$ cat src/rtl/fifo_uart_tx.sv
`default_nettype none
// +---------------------------------------------------------------------+
// | fifo_uart_tx                                                        |
// | Pops words from a registered-output fifo and sends each one as an   |
// | asynchronous serial frame: start, data LSB first, parity, stop.     |
// | Rev 1.0                                                             |
// +---------------------------------------------------------------------+
module fifo_uart_tx #(
    parameter int WIDTH        = 8,
    parameter int CLKS_PER_BIT = 16,
    parameter int PARITY_EN    = 0,
    parameter int PARITY_ODD   = 0,
    parameter int STOP_BITS    = 1
) (
    input  logic             clk,
    input  logic             rst,
    input  logic             tx_en,
    input  logic             empty,
    input  logic [WIDTH-1:0] data_in,
    output logic             rd,
    output logic             tx,
    output logic             busy,
    output logic             done
);
    localparam int c_BAUD_W = $clog2(CLKS_PER_BIT);
    localparam int c_BIT_W  = $clog2(WIDTH + 1);

    localparam logic [c_BAUD_W-1:0] c_BAUD_LAST = c_BAUD_W'(CLKS_PER_BIT - 1);
    localparam logic [c_BIT_W-1:0]  c_DATA_LAST = c_BIT_W'(WIDTH - 1);
    localparam logic [c_BIT_W-1:0]  c_STOP_LAST = c_BIT_W'(STOP_BITS - 1);
    localparam logic                c_PAR_EN    = (PARITY_EN != 0);
    localparam logic                c_PAR_ODD   = (PARITY_ODD != 0);

    localparam logic [2:0] c_ST_IDLE   = 3'd0;
    localparam logic [2:0] c_ST_POP    = 3'd1;
    localparam logic [2:0] c_ST_LOAD   = 3'd2;
    localparam logic [2:0] c_ST_START  = 3'd3;
    localparam logic [2:0] c_ST_DATA   = 3'd4;
    localparam logic [2:0] c_ST_PARITY = 3'd5;
    localparam logic [2:0] c_ST_STOP   = 3'd6;

    logic [2:0]          r_state;
    logic [2:0]          w_next;
    logic [c_BAUD_W-1:0] r_baud;
    logic [c_BIT_W-1:0]  r_bit;
    logic [WIDTH-1:0]    r_shift;
    logic                r_parity;
    logic                r_tx;
    logic                r_done;

    logic w_baud_last;
    logic w_data_last;
    logic w_stop_last;
    logic w_start_ok;

    assign w_baud_last = (r_baud == c_BAUD_LAST);
    assign w_data_last = (r_bit == c_DATA_LAST);
    assign w_stop_last = (r_bit == c_STOP_LAST);
    assign w_start_ok  = tx_en && !empty;

    always_ff @(posedge clk or posedge rst) begin
        if (rst) begin
            r_state <= c_ST_IDLE;
        end else begin
            r_state <= w_next;
        end
    end

    always_comb begin
        w_next = r_state;
        case (r_state)
            c_ST_IDLE:   if (w_start_ok) w_next = c_ST_POP;
            c_ST_POP:    w_next = c_ST_LOAD;
            c_ST_LOAD:   w_next = c_ST_START;
            c_ST_START:  if (w_baud_last) w_next = c_ST_DATA;
            c_ST_DATA: begin
                if (w_baud_last && w_data_last) begin
                    w_next = c_PAR_EN ? c_ST_PARITY : c_ST_STOP;
                end
            end
            c_ST_PARITY: if (w_baud_last) w_next = c_ST_STOP;
            c_ST_STOP: begin
                // Chaining straight into POP is what removes the idle gap.
                if (w_baud_last && w_stop_last) begin
                    w_next = w_start_ok ? c_ST_POP : c_ST_IDLE;
                end
            end
            default:     w_next = c_ST_IDLE;
        endcase
    end

    always_ff @(posedge clk or posedge rst) begin
        if (rst) begin
            r_baud   <= '0;
            r_bit    <= '0;
            r_shift  <= '0;
            r_parity <= 1'b0;
            r_tx     <= 1'b1;
            r_done   <= 1'b0;
        end else begin
            r_done <= 1'b0;
            case (r_state)
                c_ST_LOAD: begin
                    // data_in is valid here, one cycle after the POP strobe.
                    r_shift  <= data_in;
                    r_parity <= (^data_in) ^ c_PAR_ODD;
                    r_tx     <= 1'b0;
                    r_baud   <= '0;
                    r_bit    <= '0;
                end
                c_ST_START, c_ST_DATA, c_ST_PARITY, c_ST_STOP: begin
                    r_baud <= w_baud_last ? '0 : r_baud + c_BAUD_W'(1);
                    if (w_baud_last) begin
                        case (r_state)
                            c_ST_START: begin
                                r_tx    <= r_shift[0];
                                r_shift <= r_shift >> 1;
                            end
                            c_ST_DATA: begin
                                if (w_data_last) begin
                                    r_bit <= '0;
                                    r_tx  <= c_PAR_EN ? r_parity : 1'b1;
                                end else begin
                                    r_bit   <= r_bit + c_BIT_W'(1);
                                    r_tx    <= r_shift[0];
                                    r_shift <= r_shift >> 1;
                                end
                            end
                            c_ST_PARITY: begin
                                r_bit <= '0;
                                r_tx  <= 1'b1;
                            end
                            c_ST_STOP: begin
                                if (w_stop_last) begin
                                    r_bit  <= '0;
                                    r_done <= 1'b1;
                                end else begin
                                    r_bit <= r_bit + c_BIT_W'(1);
                                end
                            end
                            default: begin
                                r_tx <= 1'b1;
                            end
                        endcase
                    end
                end
                default: begin
                    r_baud <= '0;
                    r_bit  <= '0;
                    r_tx   <= 1'b1;
                end
            endcase
        end
    end

    assign rd   = (r_state == c_ST_POP);
    assign busy = (r_state != c_ST_IDLE);
    assign tx   = r_tx;
    assign done = r_done;

endmodule
`default_nettype wire

$ cat config.mk
export PLATFORM = sky130hd
export DESIGN_NAME = fifo_uart_tx
export DESIGN_NICKNAME = d
export VERILOG_FILES = /design/src/rtl/fifo_uart_tx.sv
export SDC_FILE = /design/constraint.sdc
export NUM_CORES = 1
export LEC_CHECK = 0
export ABC_AREA = 1
export BUFFER_PORTS_ARGS = -buffer_cell sky130_fd_sc_hd__buf_2
export CORE_MARGIN = 2
export CORE_UTILIZATION = 30
export DETAILED_ROUTE_END_ITERATION = 6
export HOLD_SLACK_MARGIN = 0.1
export SLEW_MARGIN = 10
export SYNTH_ARGS = -nofsm -noshare
export SYNTH_HDL_FRONTEND = slang
export SYNTH_SLANG_ARGS = --single-unit
$ cat constraint.sdc
create_clock -name clk -period 2.55 [get_ports clk]
set_input_delay 0.1275 -clock clk [delete_from_list [all_inputs] [get_ports clk]]
set_output_delay 0.1275 -clock clk [all_outputs]
set_load 0.03 [all_outputs]
==> results of run 1 <==
registers in the layout, summed over array words and instances (netlist names):
| register | count |
|---|---|
| r_shift | 8 |
| r_bit | 4 |
| r_baud | 4 |
| r_state | 3 |
| done | 1 |
| tx | 1 |
worst max-delay path, cell delays in order (launching register included):
cell and delay, ps:
dfrtp_1 410, ha_1 190, nand2_1 70, nor2_1 220
inv_1 90, o21ai_0 150, inv_1 120, nand2_8 120
inv_6 50, nand2_1 50, nand2_1 50
cell families after synthesis:
kind of cell,after synthesis
AO/OA/AOI/OAI,11
XOR/XNOR,2
adder cells (fa/ha/maj),3
buffers and inverters,21
flip-flops,21
AND/OR/NAND/NOR,124
report_power, final:
| part | switching, uW | internal [uW] | total (uW) |
|---|---|---|---|
| clock | 122 | 109 | 231 |
| sequential | 3.42 | 339 | 342 |
| combinational | 16.4 | 12.5 | 28.9 |
routing by layer:
metal | part of all wire | wire [um]
met3 | 0.026 | 71
met2 | 0.46 | 1268
met4 | 0.0062 | 17
met1 | 0.50 | 1372
met5 | 0 | 0
worst min-delay path by stage:
| stage | depth (start not counted) | to | slack (ps) |
|---|---|---|---|
| 5_1_grt | 5 | r_shift[1] | 190 |
| 3_5_place_dp | 2 | r_baud[2] | 360 |
| 2_1_floorplan | 1 | done | 100 |
| 6_report | 5 | r_shift[6] | 160 |
| 3_3_place_gp | 2 | r_baud[2] | 340 |
| 4_1_cts | 5 | r_shift[6] | 150 |
placed cells by master, fill, tap and decap left out, types with 2 or more instances in the layout:
| cell | count |
|---|---|
| a21oi_1 | 2 |
| buf_2 | 15 |
| clkbuf_8 | 3 |
| dfrtp_1 | 20 |
| dlygate4sd3_1 | 2 |
| ha_1 | 3 |
| inv_1 | 12 |
| inv_2 | 4 |
| nand2_1 | 80 |
| nand2_2 | 2 |
| nand2_4 | 2 |
| nand2_8 | 4 |
| nand3_1 | 9 |
| nand3_2 | 4 |
| nand3_4 | 3 |
| nor2_1 | 16 |
| o21ai_1 | 3 |
| o21ai_2 | 3 |
| xor2_1 | 2 |
per-stage QoR:
stage	cells	utilization	total power (uW)	hold slack [ps]	setup slack, ps
after floorplan	182	-	362.7	103.3	1132
after global placement	249	0.3322	376.1	339.4	925.9
final	255	0.3465	602.0	160.9	915.9
after detailed placement	249	0.3322	376.5	364.2	917.8
after CTS	255	0.3465	610.6	153.6	909.9
after global routing	255	0.3465	625.0	188.2	680.5
cell type report:
cell class / count / area, um^2
sequential: 21 / 526.8
timing repair buffer: 17 / 95.09
multi-input combinational: 140 / 777.0
clock buffer: 3 / 41.29
tap: 54 / 67.56
inverter: 19 / 91.34
clock inverter: 1 / 5.005
fill: 506 / 3025
cell usage after synthesis, types with 2 or more instances:
cell / instances / area share
nand2_1: 80 / 0.21
dfrtp_1: 20 / 0.35
nor2_1: 16 / 0.042
inv_1: 12 / 0.032
nand3_1: 9 / 0.032
inv_2: 4 / 0.011
nand2_8: 4 / 0.056
nand3_2: 4 / 0.028
ha_1: 3 / 0.026
nand3_4: 3 / 0.037
o21ai_1: 3 / 0.011
o21ai_2: 3 / 0.019
a21oi_1: 2 / 0.0070
nand2_2: 2 / 0.0088
nand2_4: 2 / 0.016
xor2_1: 2 / 0.012
==> flow_metrics.env, run 1 <==
export IMPL_die_y_um=72.80
export IMPL_finalCritPeriodShare=0.6408
export IMPL_dp_hpwl_mm=2.019
export IMPL_startpoint="r_bit[0]"
export IMPL_synth_edff_count=0
export IMPL_crit_required_ps=2710
export IMPL_path_class="flop to flop"
export IMPL_track_usage=0.1179
export IMPL_synth_mux_area_frac=0
export IMPL_synthFlopType="dfrtp_1"
export IMPL_skew_ps=1.508
export IMPL_syn_num_nets=197
export IMPL_critPathCaptureType="flop"
export IMPL_drv_slew=0
export IMPL_reg2reg_depth=10
export IMPL_root_buffer="clkbuf_8"
export IMPL_drt_iter0_drc=23
export IMPL_antenna_found_initial=0
export IMPL_place_congestion=0.8066
export IMPL_vdd_drop_max_v=0.0002374
export IMPL_globalRouteMet3Util=0.01243
export IMPL_rsz0062_at_grt="no"
export IMPL_maxSlewHeadroom=0.4333
export IMPL_cts_tree="done"
export IMPL_ys_ff_latch=21
export IMPL_insertion_delay_ps=260
export IMPL_post_cts_buffers=0
export IMPL_postRouteAntennaNets=0
export IMPL_io_buffer_count=15
export IMPL_post_route_min_period_ps=1634
export IMPL_worst_pin_slew_ps=849.1
export IMPL_wl_mm=2.730
export IMPL_finalSetupTns_ps=0
export IMPL_start_util=0.3068
export IMPL_top_usage_layer="met2"
export IMPL_area_growth_pct=12.95
export IMPL_yosysUniqueCellTypes=29
export IMPL_clock_sinks=21
export IMPL_hold_path_startpoint="data_in[6]"
export IMPL_use_met1=0.1697
export IMPL_cts_buffer_depth=2
export IMPL_yosys_area_share_adder=0.02643
export IMPL_dpl_instance_area_um2=1538
export IMPL_std_cell_rows=25
export IMPL_worstSetupStartpointType="flop"
export IMPL_drive_gt1_frac=0.2338
export IMPL_grt_max_degree=22
export IMPL_coreArea_um2=4629
export IMPL_synth_compound_area_frac=0.05022
export IMPL_status="completed"
export IMPL_synth_top_family_by_area="simple AND/OR/NAND/NOR gates"
export IMPL_netlist_area_um2=1420
export IMPL_postSynth_asyncResetShare=1.000
export IMPL_vias=1143
export IMPL_die_w_um=72.80
export IMPL_finalHoldViolations=0
export IMPL_syn_inst=182
export IMPL_cp_max_fo=10
export IMPL_r2r_end="r_shift[0]"
export IMPL_yosysWarnings=0
export IMPL_synth_xor_area_share=0.01233
export IMPL_nets=217
export IMPL_grtUsageMet2=0.1859
export IMPL_pin_count=16
export IMPL_synth_seq_area_share=0.3709
export IMPL_hp_class="primary input to flop"
export IMPL_fmaxAchievable_ghz=0.6119
export IMPL_first_pass_iters=4
export IMPL_synth_simple_area_share=0.4581
export IMPL_clk_pin_slew_ps=80
export IMPL_reg2reg_slack_ps=920
export IMPL_die_area_um2=5300
export IMPL_wl_per_cell_um=10.71
export IMPL_cts_max_level=1
export IMPL_syn_area_per_cell_um2=7.803
export IMPL_setup_viol=0
export IMPL_via_per_inst=4.482
export IMPL_crit_end="r_shift[0]"
export IMPL_crit_arrival_ps=1790
export IMPL_grt_overflow_total=0
export IMPL_antennaDiodeCount=0
export IMPL_max_cap_violations=0
export IMPL_final_area_um2=1604
export IMPL_p_per_area_nw_per_um2=375.3
export IMPL_grt_pass1_vias=1118
export IMPL_cts_buffers=3
export IMPL_grt_pass1_wl_mm=5.043
export IMPL_leakagePower_uw=0.0008139
export IMPL_drc=0
export IMPL_cts_hold_buf=2
export IMPL_r2r_start="r_bit[0]"
export IMPL_ctsResizeCount=0
(Power assumes the default switching activity.)
==> inputs of run 2 (changes only) <==
==> constraint.sdc (replaced) <==
create_clock -name clk -period 1.66 [get_ports clk]
set_input_delay 0.083 -clock clk [delete_from_list [all_inputs] [get_ports clk]]
set_output_delay 0.083 -clock clk [all_outputs]
set_load 0.03 [all_outputs]
==> run 2 against run 1 <==
  * Die area stayed put
  * Critical endpoint is now r_shift[1]
  * Combinational power is 57% higher
  * Setup slack worse by 810 ps
  * Clock power is 45% higher
  * Clock-buffer cell count stayed put
  * Highest routed layer unchanged
  * Core utilization is 1.4 points higher
==> flow_metrics.env, run 2 (same netlist as run 1, synthesis figures left out) <==
export IMPL_status="completed"
export IMPL_crit_required_ps=1810
export IMPL_reg2reg_slack_ps=110
export IMPL_top_regs="r_shift: 8 flops, r_baud: 4 flops, r_bit: 4 flops"
export IMPL_top_register="r_shift"
export IMPL_track_usage=0.1134
export IMPL_switchingPower_uw=196.9
export IMPL_combPwrFrac=0.050
export IMPL_clock_sinks=21
export IMPL_place_congestion=0.8175
export IMPL_die_y_um=72.80
export IMPL_mostFrequentLayoutCells="nand2_1 (80), dfrtp_1 (19), buf_2 (15)"
export IMPL_coreArea_um2=4629
export IMPL_crit_arrival_ps=1700
export IMPL_first_pass_iters=4
export IMPL_drc=0
export IMPL_pin_count=16
export IMPL_cts_buffer_depth=2
export IMPL_finalPower_uw=905.3
export IMPL_path_class="flop to flop"
export IMPL_nets=224
export IMPL_insertion_delay_ps=260
export IMPL_cts_tree="done"
export IMPL_utilization=0.3603
export IMPL_layout_commonest_cell="nand2_1"
export IMPL_p_per_area_nw_per_um2=542.8
export IMPL_worstSetupStartpointType="flop"
export IMPL_rsz0062_at_grt="no"
export IMPL_io_buffer_count=15
export IMPL_drv_slew=0
export IMPL_skew_ps=2.495
export IMPL_largest_reg_flops=8
export IMPL_drt_iter0_drc=19
export IMPL_whs_ps=111.1
export IMPL_grt_pass1_wl_mm=4.781
export IMPL_worst_pin_slew_ps=278.8
export IMPL_postRouteAntennaNets=0
export IMPL_cp_max_fo=12
export IMPL_p_clk_frac=0.369
export IMPL_p_seq_frac=0.581
export IMPL_fmaxAchievable_ghz=0.6452
export IMPL_cts_buffers=3
export IMPL_antenna_found_initial=0
export IMPL_die_w_um=72.80
export IMPL_critPathCaptureType="flop"
export IMPL_via_per_inst=4.477
export IMPL_hp_class="primary input to flop"
export IMPL_max_cap_violations=0
export IMPL_maxSlewHeadroom=0.8141
export IMPL_swShare=0.2175
export IMPL_root_buffer="clkbuf_8"
export IMPL_drive_gt1_frac=0.2740
export IMPL_finalCritPeriodShare=0.9337
export IMPL_wl_mm=2.673
export IMPL_dp_hpwl_mm=2.081
export IMPL_grt_max_degree=22
export IMPL_die_area_um2=5300
export IMPL_leakagePower_uw=0.0008480
export IMPL_cts_max_level=1
export IMPL_start_util=0.3068
export IMPL_p_int_uw=708.4
export IMPL_grt_overflow_total=0
export IMPL_area_growth_pct=17.44
export IMPL_clk_pin_slew_ps=80
export IMPL_vias=1173
export IMPL_finalHoldViolations=0
export IMPL_antennaDiodeCount=0
export IMPL_wl_per_cell_um=10.20
export IMPL_grt_pass1_vias=1064
export IMPL_setup_viol=0
export IMPL_std_cell_rows=25
export IMPL_finalSetupTns_ps=0
export IMPL_vdd_drop_max_v=0.0003091
export IMPL_post_route_min_period_ps=1550
-- run 2: cell count changes in the layout (fill, tap and decap cells not counted) --
cell,previous run,this run
nor2_1,16,14
dfrtp_1,20,19
buf_4,0,7
nor2_4,0,1
nor2_2,1,2
dfrtp_2,0,1
-- run 2: critical path, stage by stage (launching register included) --
cell      delay (ps)
dfrtp_1          480
inv_2            130
nand3_2          140
nand2_8          150
clkinv_8          80
nand2_8          130
nand2_8           90
nand2_8          100
inv_6             50
nand2_1           50
nand2_1           50
-- run 2: per-layer routing --
metal	GRT usage	part of all wire	vias up
met3	0.01657	0.027	2
met1	0.1544	0.48	525
met2	0.1848	0.48	17
met4	0.03704	0.0064	0
li1	-	-	629
met5	0	0	-
-- run 2: layout make-up --
| cell class | count | area (um^2) |
|---|---|---|
| clock inverters | 1 | 5.005 |
| flip-flops and latches | 21 | 528.0 |
| well taps | 54 | 67.56 |
| inverters | 19 | 91.34 |
| fillers | 495 | 2962 |
| multi-input cells | 140 | 787.0 |
| repair buffers | 24 | 147.6 |
| clock buffers | 3 | 41.29 |
-- run 2: power by group through the flow --
stage,logic (uW),registers [uW],clock network (uW)
finish,45.4,526,334
global placement,43.7,536,0
detailed placement,43.6,536,0
global route,53.2,528,372
floorplan,19.9,537,0
CTS,47.2,526,354
-- run 2: what timing repair did --
action                     CTS  global route
hold buffers                 2             0
setup endpoints to repair    0            14
hold endpoints to repair    21             0
setup buffers                0             1
resized for setup            0             4
-- run 2: path summary, 6_finish.rpt --
check / startpoint / endpoint / cells past startpoint
min in group asynchronous: rst / r_baud[2] / 4
max in group asynchronous: rst / tx / 4
min reg2reg: r_shift[3] / r_shift[3] / 2
min: data_in[6] / r_shift[6] / 5
max reg2reg: r_state[0] / r_shift[1] / 10
max: r_state[0] / r_shift[1] / 10
-- run 2: per-stage QoR --
stage	cells	setup slack (ps)	cell area, um^2
after floorplan	182	242.3	1420
after global placement	255	70.03	1583
after detailed placement	255	18.24	1583
after CTS	261	0.6151	1649
after global routing	262	1.290	1668
final	262	110.1	1668
